--- config.mk ---
export PLATFORM = sky130hd
export DESIGN_NAME = mem_arbiter
export DESIGN_NICKNAME = d
export VERILOG_FILES = /design/src/rtl/mem_arbiter.sv
export SDC_FILE = /design/constraint.sdc
export NUM_CORES = 1
export LEC_CHECK = 0
export CAP_MARGIN = 20
export CORE_MARGIN = 8
export CORE_UTILIZATION = 43
export DETAILED_ROUTE_END_ITERATION = 7
export GPL_TIMING_DRIVEN = 0
export PLACE_DENSITY = 0.94
export SETUP_SLACK_MARGIN = 0.05
export SLEW_MARGIN = 20
export SYNTH_ARGS = -nofsm -noshare
export SYNTH_HDL_FRONTEND = slang
export SYNTH_SLANG_ARGS = --single-unit
export TNS_END_PERCENT = 30
--- constraint.sdc ---
create_clock -name clock -period 8.1 [get_ports clock]
set_input_delay 1.62 -clock clock [delete_from_list [all_inputs] [get_ports clock]]
set_output_delay 1.62 -clock clock [all_outputs]
set_load 0.01 [all_outputs]
--- src/rtl/mem_arbiter.sv ---
// Two-master arbiter/sequencer for the unified Memory port: serialises CPU and DMA accesses,
// blocks illegal ones without a bus cycle, captures read data and returns a one-cycle ack.
module mem_arbiter #(
  parameter bit          FIXED_PRIO = 1'b0,
  parameter logic [31:0] DISP_LIMIT = 32'd9600,
  parameter logic [31:0] RAM_BASE   = 32'd140672,
  parameter logic [31:0] KEY_ADDR   = 32'd206204
) (
  input  logic        clock,
  input  logic        reset,
  input  logic        m0_req,
  input  logic        m0_isWrite,
  input  logic        m0_byteWrite,
  input  logic        m0_byteRead,
  input  logic [31:0] m0_address,
  input  logic [31:0] m0_writeData,
  output logic        m0_ack,
  output logic        m0_err,
  output logic [31:0] m0_readData,
  input  logic        m1_req,
  input  logic        m1_isWrite,
  input  logic        m1_byteWrite,
  input  logic        m1_byteRead,
  input  logic [31:0] m1_address,
  input  logic [31:0] m1_writeData,
  output logic        m1_ack,
  output logic        m1_err,
  output logic [31:0] m1_readData,
  output logic        mem_isWrite,
  output logic        mem_byteWrite,
  output logic        mem_byteRead,
  output logic [31:0] mem_address,
  output logic [31:0] mem_writeData,
  input  logic [31:0] mem_RD,
  output logic        busy
);

  typedef enum logic [2:0] {S_IDLE, S_WR, S_RD, S_CAP, S_REJ, S_DONE} state_t;

  state_t      state_q;
  logic        gnt_q;
  logic        last_q;
  logic        gnt_d;
  logic        illegal_d;
  logic        sel_w, sel_bw, sel_br;
  logic [31:0] sel_addr, sel_wd;

  always_comb begin
    gnt_d = 1'b0;
    if (m0_req && m1_req) gnt_d = FIXED_PRIO ? 1'b0 : ~last_q;
    else                  gnt_d = m1_req;
    sel_w    = gnt_d ? m1_isWrite   : m0_isWrite;
    sel_bw   = gnt_d ? m1_byteWrite : m0_byteWrite;
    sel_br   = gnt_d ? m1_byteRead  : m0_byteRead;
    sel_addr = gnt_d ? m1_address   : m0_address;
    sel_wd   = gnt_d ? m1_writeData : m0_writeData;
    // ROM is read-only; the DMA engine must not consume keyboard reads (read side effect)
    illegal_d = (sel_w && (sel_addr >= DISP_LIMIT) && (sel_addr < RAM_BASE)) ||
                (gnt_d && !sel_w && (sel_addr == KEY_ADDR));
  end

  always_ff @(posedge clock) begin
    if (reset) begin
      state_q       <= S_IDLE;
      gnt_q         <= 1'b0;
      last_q        <= 1'b1;
      busy          <= 1'b0;
      mem_isWrite   <= 1'b0;
      mem_byteWrite <= 1'b0;
      mem_byteRead  <= 1'b0;
      mem_address   <= 32'd0;
      mem_writeData <= 32'd0;
      m0_ack        <= 1'b0;
      m0_err        <= 1'b0;
      m0_readData   <= 32'd0;
      m1_ack        <= 1'b0;
      m1_err        <= 1'b0;
      m1_readData   <= 32'd0;
    end else begin
      m0_ack <= 1'b0;
      m0_err <= 1'b0;
      m1_ack <= 1'b0;
      m1_err <= 1'b0;
      case (state_q)
        S_IDLE: begin
          if (m0_req || m1_req) begin
            gnt_q  <= gnt_d;
            last_q <= gnt_d;
            busy   <= 1'b1;
            if (illegal_d) begin
              state_q <= S_REJ;
            end else begin
              mem_isWrite   <= sel_w;
              mem_byteWrite <= sel_bw;
              mem_byteRead  <= sel_br;
              mem_address   <= sel_addr;
              mem_writeData <= sel_wd;
              state_q       <= sel_w ? S_WR : S_RD;
            end
          end
        end
        S_WR: begin
          mem_isWrite <= 1'b0;
          if (gnt_q) m1_ack <= 1'b1;
          else       m0_ack <= 1'b1;
          state_q <= S_DONE;
        end
        S_RD: state_q <= S_CAP;
        S_CAP: begin
          // address stays put here: Memory's byte-lane latch and keyboard path key off it
          if (gnt_q) begin
            m1_readData <= mem_RD;
            m1_ack      <= 1'b1;
          end else begin
            m0_readData <= mem_RD;
            m0_ack      <= 1'b1;
          end
          state_q <= S_DONE;
        end
        S_REJ: begin
          if (gnt_q) begin
            m1_ack <= 1'b1;
            m1_err <= 1'b1;
          end else begin
            m0_ack <= 1'b1;
            m0_err <= 1'b1;
          end
          state_q <= S_DONE;
        end
        S_DONE: begin
          busy    <= 1'b0;
          state_q <= S_IDLE;
        end
        default: state_q <= S_IDLE;
      endcase
    end
  end

endmodule

==> results_dict.tcl, run 1 <==
set metrics [dict create \
    die-area_sq_um 18080 \
    finalCriticalPeriod_ns 4.294 \
    cp_max_fo 10 \
    final_common_cell "clkdlybuf4s50_1" \
    drive_gt1_share_pct 7.505 \
    yosys.area.top_type "dfxtp_1" \
    rows 43 \
    final.period_utilization_pct 53.01 \
    cts_tree "built" \
    place.gp.congestion 0.9215 \
    clk_path_buf_depth 2 \
    max-vdd-ir-drop_mv 0.1337 \
    yosys_register_bits 141 \
    die_h_um 134.5 \
    cp.arrival_ns 4.61 \
    cp.buffers_inverters 3 \
    status "finished clean" \
    grt_overflow_total 0 \
    avgSynthCellArea_sq_um 8.746 \
    drc_errors 0 \
    die_x_um 134.5 \
    synth_top_family_by_area "compound AO/OA/AOI/OAI gates" \
    syn_area_sq_um 6035 \
    endpoint_kind "flop" \
    synthTopCellsByArea "dfxtp_1 (47%), a21oi_1 (11%), nand2_1 (9.7%), mux2i_1 (9.5%), a211oi_2 (6.0%)" \
    slew_headroom_pct 44.52 \
    clkSlewWorstSetupHoldPaths_ns 0.06 \
    core_sq_um 13770 \
    root_buffer "clkbuf_16" \
    postCtsHoldBufs 0 \
    drtIter0Drc 425 \
    synth_xor_area_share_pct 0 \
    numCtsBuffers 17 \
    fmax_ghz 0.2329 \
    pwr-share-clk_pct 35.1 \
    synth_adder_area_share_pct 0 \
    setup.worst_path.start_class "primary input" \
    ant_nets 0 \
    cap_violations 0 \
    synth_top_area_share_pct 46.78 \
    syn_to_final_growth_pct 63.74 \
    synth_compound_area_share_pct 24.57 \
    synth-simple-area-share_pct 14.58 \
    synth_cells 690 \
    cts-resized-gates 0 \
    cpPeakStageDelay_ns 0.53 \
    seq_area_frac_synth_pct 46.78 \
    vias_per_cell 5.536 \
    layoutNonFillerInstCount 1206 \
    finClkSkew_ns 0.01059 \
    htreeDepth 4 \
    antenna_cells 0 \
    rsz0062_at_grt "no" \
    antenna_found_initial 0 \
    timing.final.hold_violations 0 \
    pwr-share-seq_pct 37.5 \
    syn-num-nets 860 \
    synth-edff-count 0 \
    p_switching_mw 0.6292 \
    tightestPinTransition_ns 0.8322 \
    dp_hpwl_um 19260 \
    io_buffer_count 304 \
    min_path_type "flop to flop" \
    dominantRegCellSynth "dfxtp_1" \
    grtUsageTotal_pct 26.37 \
    ys_async_sr_fraction_pct 0 \
    place_inst 1174 \
    crit_chain "clkdlybuf4s50_1 -> a21boi_1 -> buf_2 -> a31oi_1 -> or2_2 -> a221o_1 -> and2_1 -> clkbuf_1 -> a211oi_1" \
    grt_pass1_wl_um 37090 \
    path_delay_family "compound AO/OA/AOI/OAI gates" \
    p_per_area_nw_per_um2 220.0 \
    maxSlewViolCount 0 \
    fin_setup_tns_ns 0 \
    synthMuxAreaShare_pct 9.455 \
    synth.distinct_cells 37 \
    p_leak_nw 3.441 \
    yosysWarningCount 0 \
    avgRoutedWirePerCell_um 20.44 \
    wl_um 24650 \
    numClockSinks 141 \
    clock_latency_ns 0.42 \
    cpMaxStageDelayCell "clkdlybuf4s50_1" \
    r2r_slack_ns 5.26 \
    initial_core_util_pct 43.81 \
    final_cell_mix "clkdlybuf4s50_1 (304), nand2_1 (156), dfxtp_1 (141)" \
    grt_max_degree 17 \
    switching_share_pct 28.95 \
    setup_viol 0 \
    fin_nets 1183 \
    intPower_mw 1.544 \
    required_ns 8.42 \
    critical_path_class "primary input to flop" \
    io-pin-count 306 \
    dr.pass1.iters 5 \
    grt_pass1_vias 6695 \
    pwr-share-comb_pct 27.4 \
    postCtsSetupBuffers 0 \
    vias 6676 \
]
## worst register-to-register path, cell delays in order, from the launching register on
cell and delay (ns):
dfxtp_1 0.33, a21boi_1 0.41, buf_2 0.32, a31oi_1 0.19
or2_2 0.33, a221o_1 0.37, and2_1 0.21, clkbuf_1 0.27
a211oi_1 0.32
## power by group through the flow
stage          registers, mW  logic [mW]  clock network [mW]
2_1_floorplan          0.856       0.246                   0
3_3_place_gp           0.821       0.578                   0
3_5_place_dp           0.826       0.590                   0
4_1_cts                0.812       0.595               0.769
5_1_grt                0.820       0.637               0.798
6_report               0.814       0.596               0.763
## cell usage after synthesis (all sizes together) (2+ instances only)
| cell | n |
|---|---|
| a21oi | 133 |
| clkbuf | 45 |
| mux2i | 57 |
| nand2b | 2 |
| nand2 | 156 |
| or2 | 2 |
| nor2 | 14 |
| nor2b | 3 |
| a311oi | 11 |
| nor3 | 5 |
| a211oi | 56 |
| buf | 14 |
| a31oi | 5 |
| nor4 | 9 |
| a2111oi | 2 |
| o21ai | 3 |
| inv | 4 |
| nand3 | 5 |
| dfxtp | 141 |
| nand4 | 3 |
| a21o | 2 |
| or4 | 3 |
| a211o | 3 |
## layout make-up
class / count / area [sq um]
buffer: 59 / 264.0
clock buffer: 21 / 460.4
clock inverter: 11 / 117.6
fill: 1045 / 3892
inverter: 4 / 15.01
multi-input combinational: 486 / 2933
sequential: 141 / 2823
tap: 180 / 225.2
timing repair buffer: 304 / 3043
## registers in the layout (all words and copies together), names as in the netlist
register       count
m0_ack             1
last_q             1
mem_writeData     32
m1_err             1
state_q            3
m0_readData       32
mem_byteRead       1
m1_ack             1
mem_isWrite        1
busy               1
m0_err             1
mem_byteWrite      1
gnt_q              1
m1_readData       32
mem_address       32
## final timing paths
check	from	to	depth (start not counted)
worst min-delay path	m1_readData[1]	m1_readData[1]	2
worst max-delay path	m1_req	mem_address[21]	9
worst max register to register	last_q	mem_address[21]	8
worst min register to register	m1_readData[1]	m1_readData[1]	2
## per-stage QoR
| stage | total power [mW] | worst slack, ns | util (%) | hold slack, ns | area [sq um] |
|---|---|---|---|---|---|
| after floorplan | 1.102 | 4.233 | - | 0.4494 | 6035 |
| after global placement | 1.399 | 3.518 | 67.54 | 0.4411 | 9303 |
| after detailed placement | 1.416 | 3.446 | 67.54 | 0.4454 | 9303 |
| after CTS | 2.177 | 3.897 | 71.74 | 0.4534 | 9881 |
| after global routing | 2.255 | 3.679 | 71.74 | 0.4635 | 9881 |
| final | 2.173 | 3.806 | 71.74 | 0.4517 | 9881 |
## routing by layer
metal,wire [um],GRT usage (%)
met4,1127,14.54
met3,1834,6.872
met1,9693,30.15
met5,0,0
met2,12000,44.10
## cells by family (layout without fill, tap and decap cells)
| family | after synthesis | after routing |
|---|---|---|
| compound gates | 221 | 221 |
| buf+inv | 63 | 399 |
| flops | 141 | 141 |
| mux | 57 | 57 |
| simple gates | 208 | 208 |
No activity file was read; power rests on OpenSTA's default activity.
==> inputs of run 2 (changes only) <==
--- a/config.mk
+++ b/config.mk
@@ -7,10 +7,10 @@
 export LEC_CHECK = 0
 export CAP_MARGIN = 20
 export CORE_MARGIN = 8
-export CORE_UTILIZATION = 43
+export CORE_UTILIZATION = 36
 export DETAILED_ROUTE_END_ITERATION = 7
 export GPL_TIMING_DRIVEN = 0
-export PLACE_DENSITY = 0.94
+export PLACE_DENSITY = 0.84
 export SETUP_SLACK_MARGIN = 0.05
 export SLEW_MARGIN = 20
 export SYNTH_ARGS = -nofsm -noshare
==> constraint.sdc (replaced) <==
create_clock -name clock -period 3.7 [get_ports clock]
set_input_delay 0.74 -clock clock [delete_from_list [all_inputs] [get_ports clock]]
set_output_delay 0.74 -clock clock [all_outputs]
set_load 0.01 [all_outputs]
==> results_dict.tcl, run 2 (synthesis gave the netlist of run 1 again) <==
set metrics [dict create \
    fin_nets 1183 \
    required_ns 3.97 \
    intPower_mw 3.389 \
    p_per_area_nw_per_um2 477.6 \
    die-area_sq_um 21160 \
    syn_to_final_growth_pct 64.63 \
    max-vdd-ir-drop_mv 0.3723 \
    vias 6468 \
    setup_viol 0 \
    grt_pass1_wl_um 36600 \
    antenna_cells 0 \
    root_buffer "clkbuf_16" \
    pwr-share-clk_pct 35.3 \
    dr.pass1.iters 5 \
    cap_violations 0 \
    dp_hpwl_um 18960 \
    min_path_type "flop to flop" \
    place.gp.congestion 0.9064 \
    rsz0062_at_grt "no" \
    grt_pass1_vias 6607 \
    avgRoutedWirePerCell_um 19.20 \
    drc_errors 0 \
    initial_core_util_pct 36.65 \
    htreeDepth 4 \
    final_common_cell "clkdlybuf4s50_1" \
    drtIter0Drc 501 \
    ant_nets 0 \
    vias_per_cell 5.191 \
    die_h_um 145.5 \
    die_x_um 145.5 \
    drive_gt1_share_pct 7.407 \
    postCtsHoldBufs 0 \
    critPathLaunch "m0_address[28]" \
    clk_path_buf_depth 2 \
    cts-resized-gates 0 \
    clkSlewWorstSetupHoldPaths_ns 0.06 \
    grt_max_degree 17 \
    p_total_mw 4.744 \
    p_switching_mw 1.355 \
    critical_path_class "primary input to flop" \
    setup.worst_path.start_class "primary input" \
    pwr-share-seq_pct 37.4 \
    cp_max_fo 10 \
    endpoint_kind "flop" \
    timing.final.hold_violations 0 \
    fmax_ghz 0.2887 \
    grt_overflow_total 0 \
    final.period_utilization_pct 93.61 \
    whs_ns 0.4529 \
    maxSlewViolCount 0 \
    final_cell_mix "clkdlybuf4s50_1 (304), nand2_1 (156), dfxtp_1 (141)" \
    core_sq_um 16470 \
    tightestPinTransition_ns 0.7830 \
    status "finished clean" \
    min_from "m0_readData[6]" \
    numClockSinks 141 \
    cp.arrival_ns 3.74 \
    pwr-share-comb_pct 27.2 \
    io_buffer_count 304 \
    slew_headroom_pct 47.80 \
    clock_latency_ns 0.42 \
    antenna_found_initial 0 \
    grtUsageTotal_pct 21.91 \
    finClkSkew_ns 0.01854 \
    switching_share_pct 28.56 \
    finalCriticalPeriod_ns 3.463 \
    numCtsBuffers 17 \
    postCtsSetupBuffers 0 \
    rr_startpoint "state_q[1]" \
    cts_tree "built" \
    rows 47 \
    wl_um 23920 \
    io-pin-count 306 \
    p_leak_nw 3.445 \
]
## run 2: cell types whose count changed in the layout (fill, tap and decap cells not counted), sizes merged
cell / change
clkbuf: +2
clkinv: -2
clkinvlp: -2
inv: +2
## run 2: worst paths after layout
path	slack, ns	cells after the start	to
max reg2reg	0.88	9	mem_address[28]
min reg2reg	0.45	2	m0_readData[6]
max	0.24	10	mem_byteWrite
min	0.45	2	m0_readData[6]
## run 2: routing by layer
metal	wire, um	up-vias	global-route usage [%]
met5	0	-	0
met4	1009	0	11.30
met3	1536	63	6.530
met2	11430	271	36.47
met1	9939	3001	25.05
li1	-	3133	-
## run 2: metrics by stage
step / util, % / setup WS (ns) / cells / cell area (sq um) / setup TNS, ns
floorplan: - / 0.7128 / 690 / 6035 / 0
detailed placement: 56.80 / -0.1473 / 1214 / 9353 / -5.092
CTS: 60.31 / 0.2875 / 1246 / 9931 / 0
finish: 60.33 / 0.2365 / 1246 / 9935 / 0
global route: 60.33 / 0.06301 / 1246 / 9935 / 0
global placement: 56.80 / -0.1214 / 1214 / 9353 / -4.201
## run 2: area by class of cell
class	instances	area, sq um
fill	1434	6531
timing repair buffer	304	3043
multi-input combinational	486	2937
sequential	141	2823
clock buffer	23	467.9
tap	220	275.3
buffer	59	264.0
clock inverter	9	110.1
inverter	4	15.01
## run 2: power groups by stage
stage	logic, mW	registers [mW]	clock network (mW)
6_report	1.29	1.78	1.68
5_1_grt	1.38	1.79	1.77
4_1_cts	1.29	1.77	1.70
3_5_place_dp	1.29	1.80	0
3_3_place_gp	1.27	1.80	0
2_1_floorplan	0.538	1.87	0
## run 2: worst max-delay path: stages
cell and delay [ns]:
clkdlybuf4s50_1 0.44, or4_1 0.56, a2111oi_0 0.44, nand4_1 0.19, a21o_1 0.21, a221o_1 0.43, buf_2 0.24, buf_2 0.22
a21oi_1 0.20, a211oi_2 0.06
